**config.mk**
```make
export PLATFORM = sky130hd
export DESIGN_NAME = display_arbiter
export DESIGN_NICKNAME = d
export VERILOG_FILES = /design/src/rtl/display_arbiter.sv
export SDC_FILE = /design/constraint.sdc
export NUM_CORES = 1
export LEC_CHECK = 0
export ABC_AREA = 1
export ABC_CLOCK_PERIOD_IN_PS = 2400
export CORE_MARGIN = 3
export CORE_UTILIZATION = 44
export DETAILED_ROUTE_END_ITERATION = 6
export PLACE_DENSITY_LB_ADDON = 0.3
export SYNTH_ARGS = -nofsm -noshare
export SYNTH_HDL_FRONTEND = slang
export SYNTH_SLANG_ARGS = --single-unit
```
**constraint.sdc**
```tcl
create_clock -name sysclk -period 2.4 [get_ports sysclk]
set_input_delay 0.6 -clock sysclk [delete_from_list [all_inputs] [get_ports sysclk]]
set_output_delay 0.6 -clock sysclk [all_outputs]
set_load 0.02 [all_outputs]
```
**src/rtl/display_arbiter.sv**
```systemverilog
// Round-robin / urgent-preempt arbiter sharing one 4-digit 7-segment display
// among NUM_REQ requesters; registered value is clamped to 0..9999.
module display_arbiter #(
  parameter int NUM_REQ     = 4,
  parameter int HOLD_CYCLES = 200000000
) (
  input  logic                 sysclk,
  input  logic                 reset_n,
  input  logic [NUM_REQ-1:0]   req,
  input  logic [NUM_REQ-1:0]   urgent,
  input  logic [NUM_REQ*15-1:0] values,
  input  logic [NUM_REQ*4-1:0] dots,
  output logic [NUM_REQ-1:0]   grant,
  output logic [14:0]          value,
  output logic [3:0]           dot_pattern,
  output logic                 blank,
  output logic                 switched
);

  // state    | meaning
  // ST_IDLE  | no owner, display blanked
  // ST_SHOW  | round-robin owner, dwell counter running
  // ST_URGENT| lowest-index effective urgent requester owns the display

  localparam int IW = (NUM_REQ > 1) ? $clog2(NUM_REQ) : 1;
  localparam int CW = (HOLD_CYCLES > 2) ? $clog2(HOLD_CYCLES) : 1;
  localparam logic [CW-1:0] LOAD    = CW'(HOLD_CYCLES - 1);
  localparam logic [14:0]   MAX_VAL = 15'd9999;

  typedef enum logic [1:0] {ST_IDLE, ST_SHOW, ST_URGENT} state_t;

  state_t           state, nxt_state;
  logic [IW-1:0]    ptr, nxt_ptr;
  logic [CW-1:0]    cnt, nxt_cnt;
  logic [NUM_REQ-1:0] eff_urg, nxt_grant;
  logic             any_urg, rr_found;
  logic [IW-1:0]    urg_idx, rr_idx, cand;
  logic [14:0]      sel_val, nxt_value;
  logic [3:0]       nxt_dot;

  // ptr doubles as the current owner while not idle, so every search starts at ptr+1
  always_comb begin : arb_comb
    eff_urg = urgent & req;
    any_urg = |eff_urg;

    urg_idx = '0;
    for (int k = NUM_REQ - 1; k >= 0; k--) begin
      if (eff_urg[k]) urg_idx = IW'(k);
    end

    rr_found = 1'b0;
    rr_idx   = '0;
    cand     = '0;
    for (int k = NUM_REQ; k >= 1; k--) begin
      cand = IW'((int'(ptr) + k) % NUM_REQ);
      if (req[cand]) begin
        rr_found = 1'b1;
        rr_idx   = cand;
      end
    end

    nxt_state = state;
    nxt_ptr   = ptr;
    nxt_cnt   = cnt;
    case (state)
      ST_IDLE: begin
        if (any_urg) begin
          nxt_state = ST_URGENT;
          nxt_ptr   = urg_idx;
        end else if (rr_found) begin
          nxt_state = ST_SHOW;
          nxt_ptr   = rr_idx;
          nxt_cnt   = LOAD;
        end
      end
      ST_SHOW: begin
        if (any_urg) begin
          nxt_state = ST_URGENT;
          nxt_ptr   = urg_idx;
        end else if (!req[ptr] || cnt == '0) begin
          if (rr_found) begin
            nxt_ptr = rr_idx;
            nxt_cnt = LOAD;
          end else begin
            nxt_state = ST_IDLE;
          end
        end else begin
          nxt_cnt = cnt - 1'b1;
        end
      end
      ST_URGENT: begin
        if (any_urg) begin
          nxt_ptr = urg_idx;
        end else if (rr_found) begin
          nxt_state = ST_SHOW;
          nxt_ptr   = rr_idx;
          nxt_cnt   = LOAD;
        end else begin
          nxt_state = ST_IDLE;
        end
      end
      default: nxt_state = ST_IDLE;
    endcase

    nxt_grant = '0;
    nxt_value = '0;
    nxt_dot   = '0;
    sel_val   = values[15*int'(nxt_ptr) +: 15];
    if (nxt_state != ST_IDLE) begin
      nxt_grant[nxt_ptr] = 1'b1;
      nxt_value = (sel_val > MAX_VAL) ? MAX_VAL : sel_val;
      nxt_dot   = dots[4*int'(nxt_ptr) +: 4];
    end
  end

  always_ff @(posedge sysclk or negedge reset_n) begin
    if (!reset_n) begin
      state       <= ST_IDLE;
      ptr         <= IW'(NUM_REQ - 1);
      cnt         <= '0;
      grant       <= '0;
      value       <= '0;
      dot_pattern <= '0;
      blank       <= 1'b1;
      switched    <= 1'b0;
    end else begin
      state       <= nxt_state;
      ptr         <= nxt_ptr;
      cnt         <= nxt_cnt;
      grant       <= nxt_grant;
      value       <= nxt_value;
      dot_pattern <= nxt_dot;
      blank       <= (nxt_state == ST_IDLE);
      switched    <= (nxt_grant != grant);
    end
  end

endmodule

```
# == Yosys cells after proc, flatten, opt, wreduce, memory -nomap -nowiden ==
# Cells that the tools add are included.
# classes
n_addsub,5
multipliers,1
div,0
n_lt_le_gt_ge,8
eq_ne,5
shifts,2
mux,46
bitwise,1
reduce_logical,11
# op_table
operator,n
$mux W28,4
$shiftx A60 B7 Y15,1
$pmux W28 S2,1
$mux W2,18
$mux W15,2
$logic_not A28 Y1,1
$sub A28 B1 Y28 const B,1
$lt A2 B3 Y1 const B,6
$shiftx A16 B5 Y4,1
$gt A15 B14 Y1 const B,1
$mux W1,11
$bmux W1 S2,5
$mux W4,2
$mul A4 B2 Y6 const A,1
$pmux W2 S3,1
$add A2 B1 Y2 const B,2
$add A2 B2 Y2 const B,2
$and A4 B4 Y4,1
$logic_not A2 Y1,2
$ne A2 B2 Y1 const B,2
$ne A4 B4 Y1,1
$pmux W2 S2,1
$reduce_bool A2 Y1,2
$reduce_or A4 Y1,1
other kinds (9),9
# totals
regBits,57
latch_bits,0
ram_bits,0
romBits,0
input_bits,86
output_inout_bits,25
word_cells,87
n_memories,0

# == Depth between registers and ports, before layout ==
# Gate-level depths: netlist of run 1.
# logic_depth
ltp_word,17
depth_mapped,28
ltp_nobuf,27

# == Worst setup path after synthesis of run 1 ==
# OpenSTA, ideal clock, no wires.
# synth_path
kind,register to register
from,register ptr[0]
to,register value[0]
setup_time_ns,0.116
arrival_ns,2.514
required_time_ns,2.284
setup_slack_ns,-0.230
stages_incl_launch_ff,24
path_buffers,2
period_less_slack_ns,2.630
path_cell_list,dfstp_2 buf_6 inv_6 nand2_1 nand2_1 nand2_1 nand2_1 inv_1 nand3_1 nand3_2 nand2_2 a21oi_4 nand2_4 buf_6 nand3_2 nand2_1 nor2_2 nand2_1 nand2_1 nand2_1 nor2_4 nand3_1 nand2_1 inv_1
# synth_between
elab_chain_cells,16
elab_cells_between_ends,43
classes_between,add/sub (4); mul (1); order compare (1); shift (1); mux (33); reduce/logical (3)
# synth_lines
item,line,text
start: declaration,33,"logic [IW-1:0] ptr, nxt_ptr;"
start signal: assignment,119,ptr <= IW'(NUM_REQ - 1);
start signal: assignment,128,ptr <= nxt_ptr;
$add A2 B1 Y2,55,cand = IW'((int'(ptr) + k) % NUM_REQ);
$bmux W1 S2,56,if (req[cand]) begin
$mux W1 (implied by the code),56,
$mux W2 / $mux W1 (equally long branches) (4 in series),56,
$mux W2,"70, 81, 94",
$mux W2,80,end else if (!req[ptr] || cnt == '0) begin
$mux W2,77,if (any_urg) begin
$pmux W2 S2,65,case (state)
$mul A4 B2 Y6,108,sel_val = values[15*int'(nxt_ptr) +: 15];
$shiftx A60 B7 Y15,108,
$gt A15 B14 Y1,111,nxt_value = (sel_val > MAX_VAL) ? MAX_VAL : sel_val;
$mux W15,111,
$mux W15 (*),109,if (nxt_state != ST_IDLE) begin
named net nxt_value[0],38,"logic [14:0] sel_val, nxt_value;"
end signal: assignment,131,value <= nxt_value;
end: declaration,14,"output logic [14:0] value,"
# The timed path passes the listed nets; every way through them passes the cells marked *. The select of a mux whose other input is x is not followed.
# A chain may end at the register's enable or synchronous reset.

# == Worst setup path in the final report of run 1 ==
# layout_path
from,register ptr[0]
to,register value[11]
# Same word-level chain as after synthesis.

==> results.py, run 1 <==
metrics = {
    "status": {
        "status": "finished with violations",
        "violations": "negative setup slack",
    },
    "global_routing": {
        "track_usage": 0.302,
        "gr-usage-met2": 0.534,
        "grtUsageMet1": 0.344,
        "met3_usage": 0.0849,
        "overflow": 0,
        "top_usage_layer": "met2",
        "grt_pass1_vias": 5249,
        "grt_antenna_before_repair": 0,
        "grt_pass1_wl_um": 24200,
        "grt_max_degree": 25,
    },
    "setup_path": {
        "endpoint_kind": "flop",
        "crit_required_ps": 2660,
        "crit_arrival_ps": 3520,
        "worst-setup-path-type": "reg2reg",
        "critPathLaunchType": "flop",
        "crit_fanout": 8,
        "timing.rr.start": "ptr[0]",
        "reg2reg_slack_ps": -870,
        "reg2reg_to": "value[11]",
        "reg2reg_depth": 22,
    },
    "job": {
        "maxCapViolCount": 0,
    },
    "cts": {
        "clkLatencyLatePin_ps": 340,
        "clk_pin_slew_ps": 70,
        "htreeDepth": 3,
        "cts_buffers": 9,
        "clockRootBuffer": "clkbuf_8",
        "cts_sinks": 57,
        "cts_tree": "built",
        "cts_buffer_depth": 2,
    },
    "timing": {
        "whs_ps": 252,
        "finClkSkew_ps": 12.2,
        "grt_setup_unrepaired": "true",
        "setup_viol_count_final": 41,
        "fmax_mhz": 306,
        "maxSlewHeadroom": 0.611,
        "final.min_clock_period_ps": 3270,
        "worstMarginPinSlew_ps": 584,
        "slew_violations": 0,
        "fin_crit_sh": 1.36,
        "setup_slack_ps": -866,
        "final_hold_viol_count": 0,
    },
    "cells_and_area": {
        "final_area_sq_um": 7000,
        "fill_cells": 444,
        "final_nets": 917,
        "register_area_sq_um": 1430,
        "multiInputGateArea_sq_um": 2540,
        "final_common_cell": "nand2_1",
        "final_layout_size_suffix_gt1_frac": 0.363,
        "layout_common_cells": "130 x nand2_1, 125 x buf_4, 105 x clkdlybuf4s50_1",
        "insertedDiodeCount": 0,
        "areaGrowthSynthToFinish_pct": 81.5,
    },
    "route": {
        "drc_errors": 0,
        "via_count": 5423,
        "first_pass_iters": 7,
        "initialDrtViolationCount": 333,
        "ant_nets": 0,
        "routedWlPerCell_um": 18.7,
        "wl_um": 17600,
        "viasPerCell": 5.77,
    },
    "placement": {
        "place_congestion": 0.946,
        "port_buffers": 110,
        "place_area_sq_um": 5880,
        "preCtsSetupSlack_ps": -1060,
        "hpwl_um": 9660,
    },
    "floorplanning": {
        "pin_count": 111,
        "die_area_sq_um": 9920,
        "floorplan.initialDensity": 0.460,
        "die_w_um": 99.6,
        "std_cell_rows": 33,
        "fp.dieH_um": 99.6,
        "core-area_sq_um": 8380,
    },
    "logic_synthesis": {
        "synth_edf_count": 0,
        "yosysUniqueCellTypes": 41,
        "yosys_warnings": 0,
        "async_flop_share": 1.00,
        "syn_area_sq_um": 3850,
        "synth_ff_type": "dfrtp_1",
        "synth_cells": 574,
        "synth_nets": 661,
        "avgSynthCellArea_sq_um": 6.72,
        "yosysSeqAreaShare": 0.371,
        "ys_seq_elements": 57,
    },
    "pwr": {
        "power.leakage_uw": 0.00333,
        "p_per_area_nw_per_um2": 1080,
        "ir_drop_v": 0.000755,
    },
    "min_path": {
        "hp-class": "in2async",
    },
}
[cells by family after synthesis]
group / Yosys count / share of synthesized area
other: 1 / 0.000973
AND/OR/NAND/NOR: 334 / 0.383
flip-flops: 57 / 0.371
adder cells (fa/ha/maj): 1 / 0.00325
XOR/XNOR: 7 / 0.0159
buffers and inverters: 96 / 0.103
AO/OA/AOI/OAI: 78 / 0.123
[repair_timing]
action,4_1_cts,5_1_grt
pin swaps,34,18
buffers inserted,19,14
hold endpoints to repair,0,0
cloned,5,0
hold buffers,0,0
gates resized for setup,86,89
setup endpoints to repair,45,47
[cell usage after synthesis (6+ instances only)]
master | number | share of area
a21oi_1 | 20 | 0.026
a22oi_1 | 8 | 0.016
dfrtp_1 | 54 | 0.35
inv_1 | 76 | 0.074
nand2_1 | 175 | 0.17
nor2_1 | 74 | 0.072
nand4_1 | 7 | 0.011
o21ai_0 | 27 | 0.035
nand3_1 | 38 | 0.049
nor3_1 | 8 | 0.010
o22ai_1 | 6 | 0.0097
nand2_2 | 7 | 0.011
nand3b_1 | 9 | 0.018
[flip-flops by register name, indices dropped and copies added, names as in the netlist]
| name | count |
|---|---|
| blank | 1 |
| cnt | 28 |
| dot_pattern | 4 |
| grant | 4 |
| ptr | 2 |
| state | 2 |
| switched | 1 |
| value | 15 |
[cell type report]
type	count	area share
clock inverters	6	0.0150
well taps	105	0.0188
flip-flops and latches	57	0.204
inverters	84	0.0476
clock buffers	10	0.0197
multi-input cells	423	0.363
repair buffers	255	0.332
[through the flow]
step / util / setup TNS [ps] / cells / power, uW
after detailed placement: 0.702 / -31760 / 888 / 4880
after global routing: 0.835 / -21340 / 940 / 7920
after global placement: 0.702 / -27290 / 888 / 4780
after CTS: 0.788 / -8860 / 927 / 6750
final: 0.835 / -16580 / 940 / 7580
after floorplan: - / -2930 / 574 / 3340
[critical path, cell delays in order (launching register included)]
cell	delay [ps]
dfstp_2	650
buf_4	150
nand2_2	70
nand2_4	110
nand2_4	60
nand2_4	90
inv_1	50
nand2_1	90
nand3_2	110
nand3_2	100
nand2_2	70
a21oi_4	230
nand2_8	150
buf_16	170
nand2_2	80
inv_2	50
nand2_1	80
nand2_1	80
nor2_2	170
nand3_2	150
nand3_4	170
nand3_4	140
nor2_1	160
[power by group]
group          total (uW)  internal [uW]  switching [uW]
combinational        5100           2190            2910
sequential           1360           1200             157
clock                1120            712             403
[how the worst max path moves through the flow]
stage / start / end / cells past startpoint
after CTS: ptr[0] / value[4] / 24
after detailed placement: req[0] / value[7] / 21
after global routing: ptr[0] / value[12] / 22
after global placement: req[0] / value[5] / 25
after floorplan: ptr[0] / value[4] / 25
final: ptr[0] / value[11] / 22
[per-layer routing]
| layer | routed length, um | part of all wire |
|---|---|---|
| met5 | 0 | 0 |
| met4 | 998 | 0.057 |
| met3 | 1560 | 0.089 |
| met2 | 8670 | 0.49 |
| met1 | 6370 | 0.36 |
No activity file was read; power rests on OpenSTA's default activity.
==> inputs of run 2 (changes only) <==
Settings changed: ABC_CLOCK_PERIOD_IN_PS 2400 to 2800, SLEW_MARGIN set to 20.
Clock period 2.4 ns to 2.8 ns, I/O delays scaled along.
==> results.py, run 2 (same netlist as run 1, synthesis figures left out) <==
metrics = {
    "status": {
        "status": "finished with violations",
        "violations": "negative setup slack",
    },
    "cts": {
        "cts-hold-fix-buffers": 0,
        "htreeDepth": 3,
        "cts_sinks": 57,
        "cts_buffer_depth": 2,
        "clk_pin_slew_ps": 70,
        "cts_buffers": 9,
        "cts_tree": "built",
        "clockRootBuffer": "clkbuf_8",
        "clkLatencyLatePin_ps": 340,
    },
    "timing": {
        "final.min_clock_period_ps": 3230,
        "finClkSkew_ps": 12.6,
        "final_hold_viol_count": 0,
        "maxSlewHeadroom": 0.576,
        "fin_crit_sh": 1.15,
        "slew_violations": 0,
        "fmax_mhz": 309,
        "grt_setup_unrepaired": "true",
        "worstMarginPinSlew_ps": 636,
        "setup_slack_ps": -434,
        "setup_viol_count_final": 16,
    },
    "setup_path": {
        "endpoint_kind": "flop",
        "reg2reg_depth": 22,
        "crit_required_ps": 3010,
        "reg2reg_to": "value[12]",
        "critPathLaunchType": "flop",
        "worst-setup-path-type": "reg2reg",
        "reg2reg_slack_ps": -430,
        "crit_arrival_ps": 3450,
        "timing.rr.start": "ptr[0]",
        "crit_fanout": 7,
        "crit_start": "ptr[0]",
    },
    "cells_and_area": {
        "top_register": "cnt",
        "largest_reg_flops": 28,
        "insertedDiodeCount": 0,
        "final_nets": 871,
        "fin_util": 0.774,
        "largestRegisters": "cnt: 28 flops, value: 15 flops",
        "final_area_sq_um": 6490,
        "layout_common_cells": "137 x nand2_1, 105 x clkdlybuf4s50_1, 88 x buf_4",
        "final_common_cell": "nand2_1",
        "areaGrowthSynthToFinish_pct": 68.3,
        "final_layout_size_suffix_gt1_frac": 0.286,
    },
    "placement": {
        "place_area_sq_um": 5510,
        "place_congestion": 0.917,
        "port_buffers": 110,
        "hpwl_um": 8910,
    },
    "pwr": {
        "switching_share": 0.467,
        "ir_drop_v": 0.000588,
        "p_per_area_nw_per_um2": 968,
        "combPwrFrac": 0.677,
        "p_sw_uw": 2930,
        "p_clk_frac": 0.137,
        "intPower_uw": 3350,
        "power.total_uw": 6280,
        "power.leakage_uw": 0.00306,
        "seqPwrFrac": 0.186,
    },
    "floorplanning": {
        "die_w_um": 99.6,
        "floorplan.initialDensity": 0.460,
        "core-area_sq_um": 8380,
        "std_cell_rows": 33,
        "die_area_sq_um": 9920,
        "pin_count": 111,
        "fp.dieH_um": 99.6,
    },
    "global_routing": {
        "grt_pass1_wl_um": 21300,
        "grt_pass1_vias": 4816,
        "grt_max_degree": 27,
        "overflow": 0,
        "track_usage": 0.262,
        "grt_antenna_before_repair": 0,
    },
    "route": {
        "first_pass_iters": 6,
        "ant_nets": 0,
        "wl_um": 14500,
        "drc_errors": 0,
        "initialDrtViolationCount": 305,
        "via_count": 4910,
        "viasPerCell": 5.49,
        "routedWlPerCell_um": 16.2,
    },
    "job": {
        "maxCapViolCount": 0,
    },
    "min_path": {
        "hp-class": "in2async",
    },
}
run 2: metal layers:
metal,track usage,wire (um)
met5,0,0
met4,0.0903,523
met3,0.0484,1330
met1,0.313,5420
met2,0.470,7250
run 2: final cells by class:
class                   instances  area [sq um]
clock buffers                   9           124
repair buffers                206          1860
fillers                       513          1900
clock inverters                 7          95.1
flip-flops and latches         57          1430
well taps                     105           131
multi-input cells             426          2520
inverters                      84           325
run 2: worst max path at each step:
stage,cells past startpoint,end,slack (ps)
after detailed placement,24,value[7],-810
after floorplan,22,value[0],130
final,22,value[12],-430
after global placement,20,value[6],-660
after global routing,23,value[7],-600
after CTS,24,value[12],-70
run 2: critical path: stages (launching register included):
cell      delay (ps)
dfstp_2          650
clkinv_4         170
nand2_4          110
nand2_4           70
nand2_4          110
nand2_4           60
nor2_2            70
nand2_1           80
nand3_2          110
nand2_1           60
nand2_1           70
nand2_1           70
nand2_2          110
nand2_8          130
buf_6            190
nand3b_1          70
nand2_1           70
nand2_1          150
nand4_1          210
nor2_4           210
nand3_4          140
nand3_4          130
nor2_1            70
run 2: per-stage QoR:
stage / cells / TNS, ps / hold WS, ps / setup slack, ps
2_1_floorplan: 574 / 0 / 404 / 129
3_3_place_gp: 844 / -11070 / 480 / -663
3_5_place_dp: 844 / -14900 / 488 / -809
4_1_cts: 879 / -653 / 395 / -67.4
5_1_grt: 894 / -9150 / 409 / -596
6_report: 894 / -5760 / 382 / -434
run 2: power by group through the flow:
| stage | Combinational, uW | Sequential (uW) | Clock, uW |
|---|---|---|---|
| floorplan | 1540 | 1310 | 0 |
| global placement | 2780 | 1170 | 0 |
| detailed placement | 2880 | 1170 | 0 |
| CTS | 3370 | 1170 | 860 |
| global route | 4510 | 1180 | 905 |
| finish | 4250 | 1170 | 859 |
run 2: what timing repair did:
action                     in CTS  in global routing
pin swaps                      26                 12
resized for setup              62                 75
hold endpoints to repair        0                  0
setup buffers                  13                 14
gates cloned                    6                  1
setup endpoints to repair      20                 22
==> inputs of run 3 (changes only) <==
Settings changed: PLACE_DENSITY set to 0.78, PLACE_DENSITY_LB_ADDON 0.3 to not set.
==> results.py, run 3 (same netlist as run 1, synthesis figures left out) <==
metrics = {
    "setup_path": {
        "cp_common_cell": "nand2_1",
        "critPathLaunchType": "flop",
        "cp_cell_sequence": "inv_6 > nand2_1 > nand2_2 > nand2_2 > buf_4 > nand3_1 > nor2_1 > nand2_1 > nand3_1 > nand2_1 > nand2_1 > nand3_4 > buf_6 > nand3_1 > nand2_1 > nor2_2 > nand2_2 > nor2_2 > nand3_4 > nand3_4 > nor2_1",
        "path_buf_inv": 3,
        "crit_arrival_ps": 3360,
        "crit_fanout": 9,
        "critPathTopFamily": "simple AND/OR/NAND/NOR gates",
        "cp_slowest_stage_delay_ps": 660,
        "endpoint_kind": "flop",
        "worst-setup-path-type": "reg2reg",
        "crit_required_ps": 3030,
        "cp_slowest_cell": "dfstp_2",
    },
    "cells_and_area": {
        "final_common_cell": "nand2_1",
        "largest_reg_flops": 28,
        "layout_common_cells": "148 x nand2_1, 105 x clkdlybuf4s50_1, 83 x buf_4",
        "final_nets": 868,
        "final_layout_size_suffix_gt1_frac": 0.265,
        "insertedDiodeCount": 0,
        "largestRegisters": "cnt: 28 flops, value: 15 flops",
        "final_cells": 891,
        "areaGrowthSynthToFinish_pct": 63.9,
        "fin_util": 0.754,
        "top_register": "cnt",
    },
    "floorplanning": {
        "floorplan.initialDensity": 0.460,
        "fp.dieH_um": 99.6,
        "die_w_um": 99.6,
        "core-area_sq_um": 8380,
        "std_cell_rows": 33,
        "pin_count": 111,
        "die_area_sq_um": 9920,
    },
    "pwr": {
        "p_sw_uw": 2540,
        "switching_share": 0.445,
        "combPwrFrac": 0.643,
        "ir_drop_v": 0.000699,
        "p_per_area_nw_per_um2": 904,
        "power.leakage_uw": 0.00298,
        "intPower_uw": 3170,
        "p_clk_frac": 0.153,
        "seqPwrFrac": 0.204,
    },
    "cts": {
        "clk_pin_slew_ps": 70,
        "cts_sinks": 57,
        "clkLatencyLatePin_ps": 340,
        "cts_tree": "built",
        "cts_buffers": 9,
        "clockRootBuffer": "clkbuf_8",
        "htreeDepth": 3,
        "cts_buffer_depth": 2,
    },
    "route": {
        "via_count": 4790,
        "drc_errors": 0,
        "first_pass_iters": 6,
        "routedWlPerCell_um": 15.1,
        "wl_met1_um": 5110,
        "ant_nets": 0,
        "top_layer_used": "met4",
        "initialDrtViolationCount": 178,
        "wl_um": 13400,
        "routed-wl-met3_um": 1220,
        "wl_met2_um": 6750,
        "viasPerCell": 5.38,
    },
    "timing": {
        "slew_violations": 0,
        "final_hold_viol_count": 0,
        "maxSlewHeadroom": 0.627,
        "fmax_mhz": 319,
        "grt_setup_unrepaired": "true",
        "worstMarginPinSlew_ps": 560,
        "setup_viol_count_final": 15,
        "finalSetupTns_ps": -4150,
        "final.min_clock_period_ps": 3130,
        "setup_slack_ps": -333,
        "finClkSkew_ps": 11.6,
        "fin_crit_sh": 1.12,
    },
    "global_routing": {
        "grt_pass1_wl_um": 21900,
        "track_usage": 0.275,
        "grt_pass1_vias": 4953,
        "overflow": 0,
        "grt_max_degree": 35,
        "grt_antenna_before_repair": 0,
    },
    "placement": {
        "hpwl_um": 9230,
        "place_congestion": 0.905,
        "port_buffers": 110,
        "dp_cells": 851,
    },
    "min_path": {
        "hp-class": "in2async",
    },
    "status": {
        "violations": "negative setup slack",
        "status": "finished with violations",
    },
    "job": {
        "maxCapViolCount": 0,
    },
}
-- run 3: cell count changes in the layout (fill, tap and decap cells not counted), sizes merged --
| cell | previous run | this run |
|---|---|---|
| clkinv | 6 | 3 |
| buf | 97 | 95 |
| clkbuf | 9 | 11 |
| clkinvlp | 1 | 2 |
| nand2 | 186 | 185 |
-- run 3: metrics by stage --
step	hold WS (ps)	total power (uW)	setup slack (ps)	cell area, sq um
2_1_floorplan	404	2840	129	3850
3_3_place_gp	482	4000	-585	5570
3_5_place_dp	495	4080	-728	5570
4_1_cts	364	5500	-69.0	6190
5_1_grt	375	6110	-525	6320
6_report	345	5710	-333	6320
-- run 3: timing repair --
item	CTS	global route
hold buffers	0	0
setup buffers	13	6
cloned	5	0
pin swaps	18	6
resized for setup	63	26
setup endpoints to repair	15	23
-- run 3: final cells by class --
type | count | area (sq um)
clock buffer | 11 | 141
clock inverter | 5 | 80.1
fill | 565 | 2060
inverter | 84 | 325
multi-input combinational | 425 | 2320
sequential | 57 | 1430
tap | 105 | 131
timing repair buffer | 204 | 1890
-- run 3: worst register-to-register path, delay by kind of cell (launching register included) --
family / cells / cell delay (ps)
AND/OR/NAND/NOR: 18 / 2000
flip-flops: 1 / 660
buffers and inverters: 3 / 370
-- run 3: metal layers --
| metal | up-vias | global-route usage |
|---|---|---|
| met2 | 255 | 0.485 |
| met4 | 0 | 0.104 |
| met3 | 46 | 0.0835 |
| li1 | 2266 | - |
| met5 | - | 0 |
| met1 | 2223 | 0.311 |
-- run 3: final timing paths --
path / startpoint / to / slack (ps) / cells past startpoint
max in group asynchronous: reset_n / ptr[0] / 1820 / 2
max reg2reg: ptr[0] / value[11] / -330 / 21
min in group sysclk: cnt[27] / cnt[27] / 500 / 1
min: reset_n / cnt[22] / 350 / 1
max: ptr[0] / value[11] / -330 / 21
min reg2reg: cnt[27] / cnt[27] / 500 / 1
-- run 3: power by group through the flow --
stage	Combinational [uW]	Clock [uW]	Sequential [uW]
3_3_place_gp	2840	0	1170
2_1_floorplan	1540	0	1310
6_report	3670	876	1160
4_1_cts	3460	881	1160
5_1_grt	4000	921	1190
3_5_place_dp	2910	0	1170
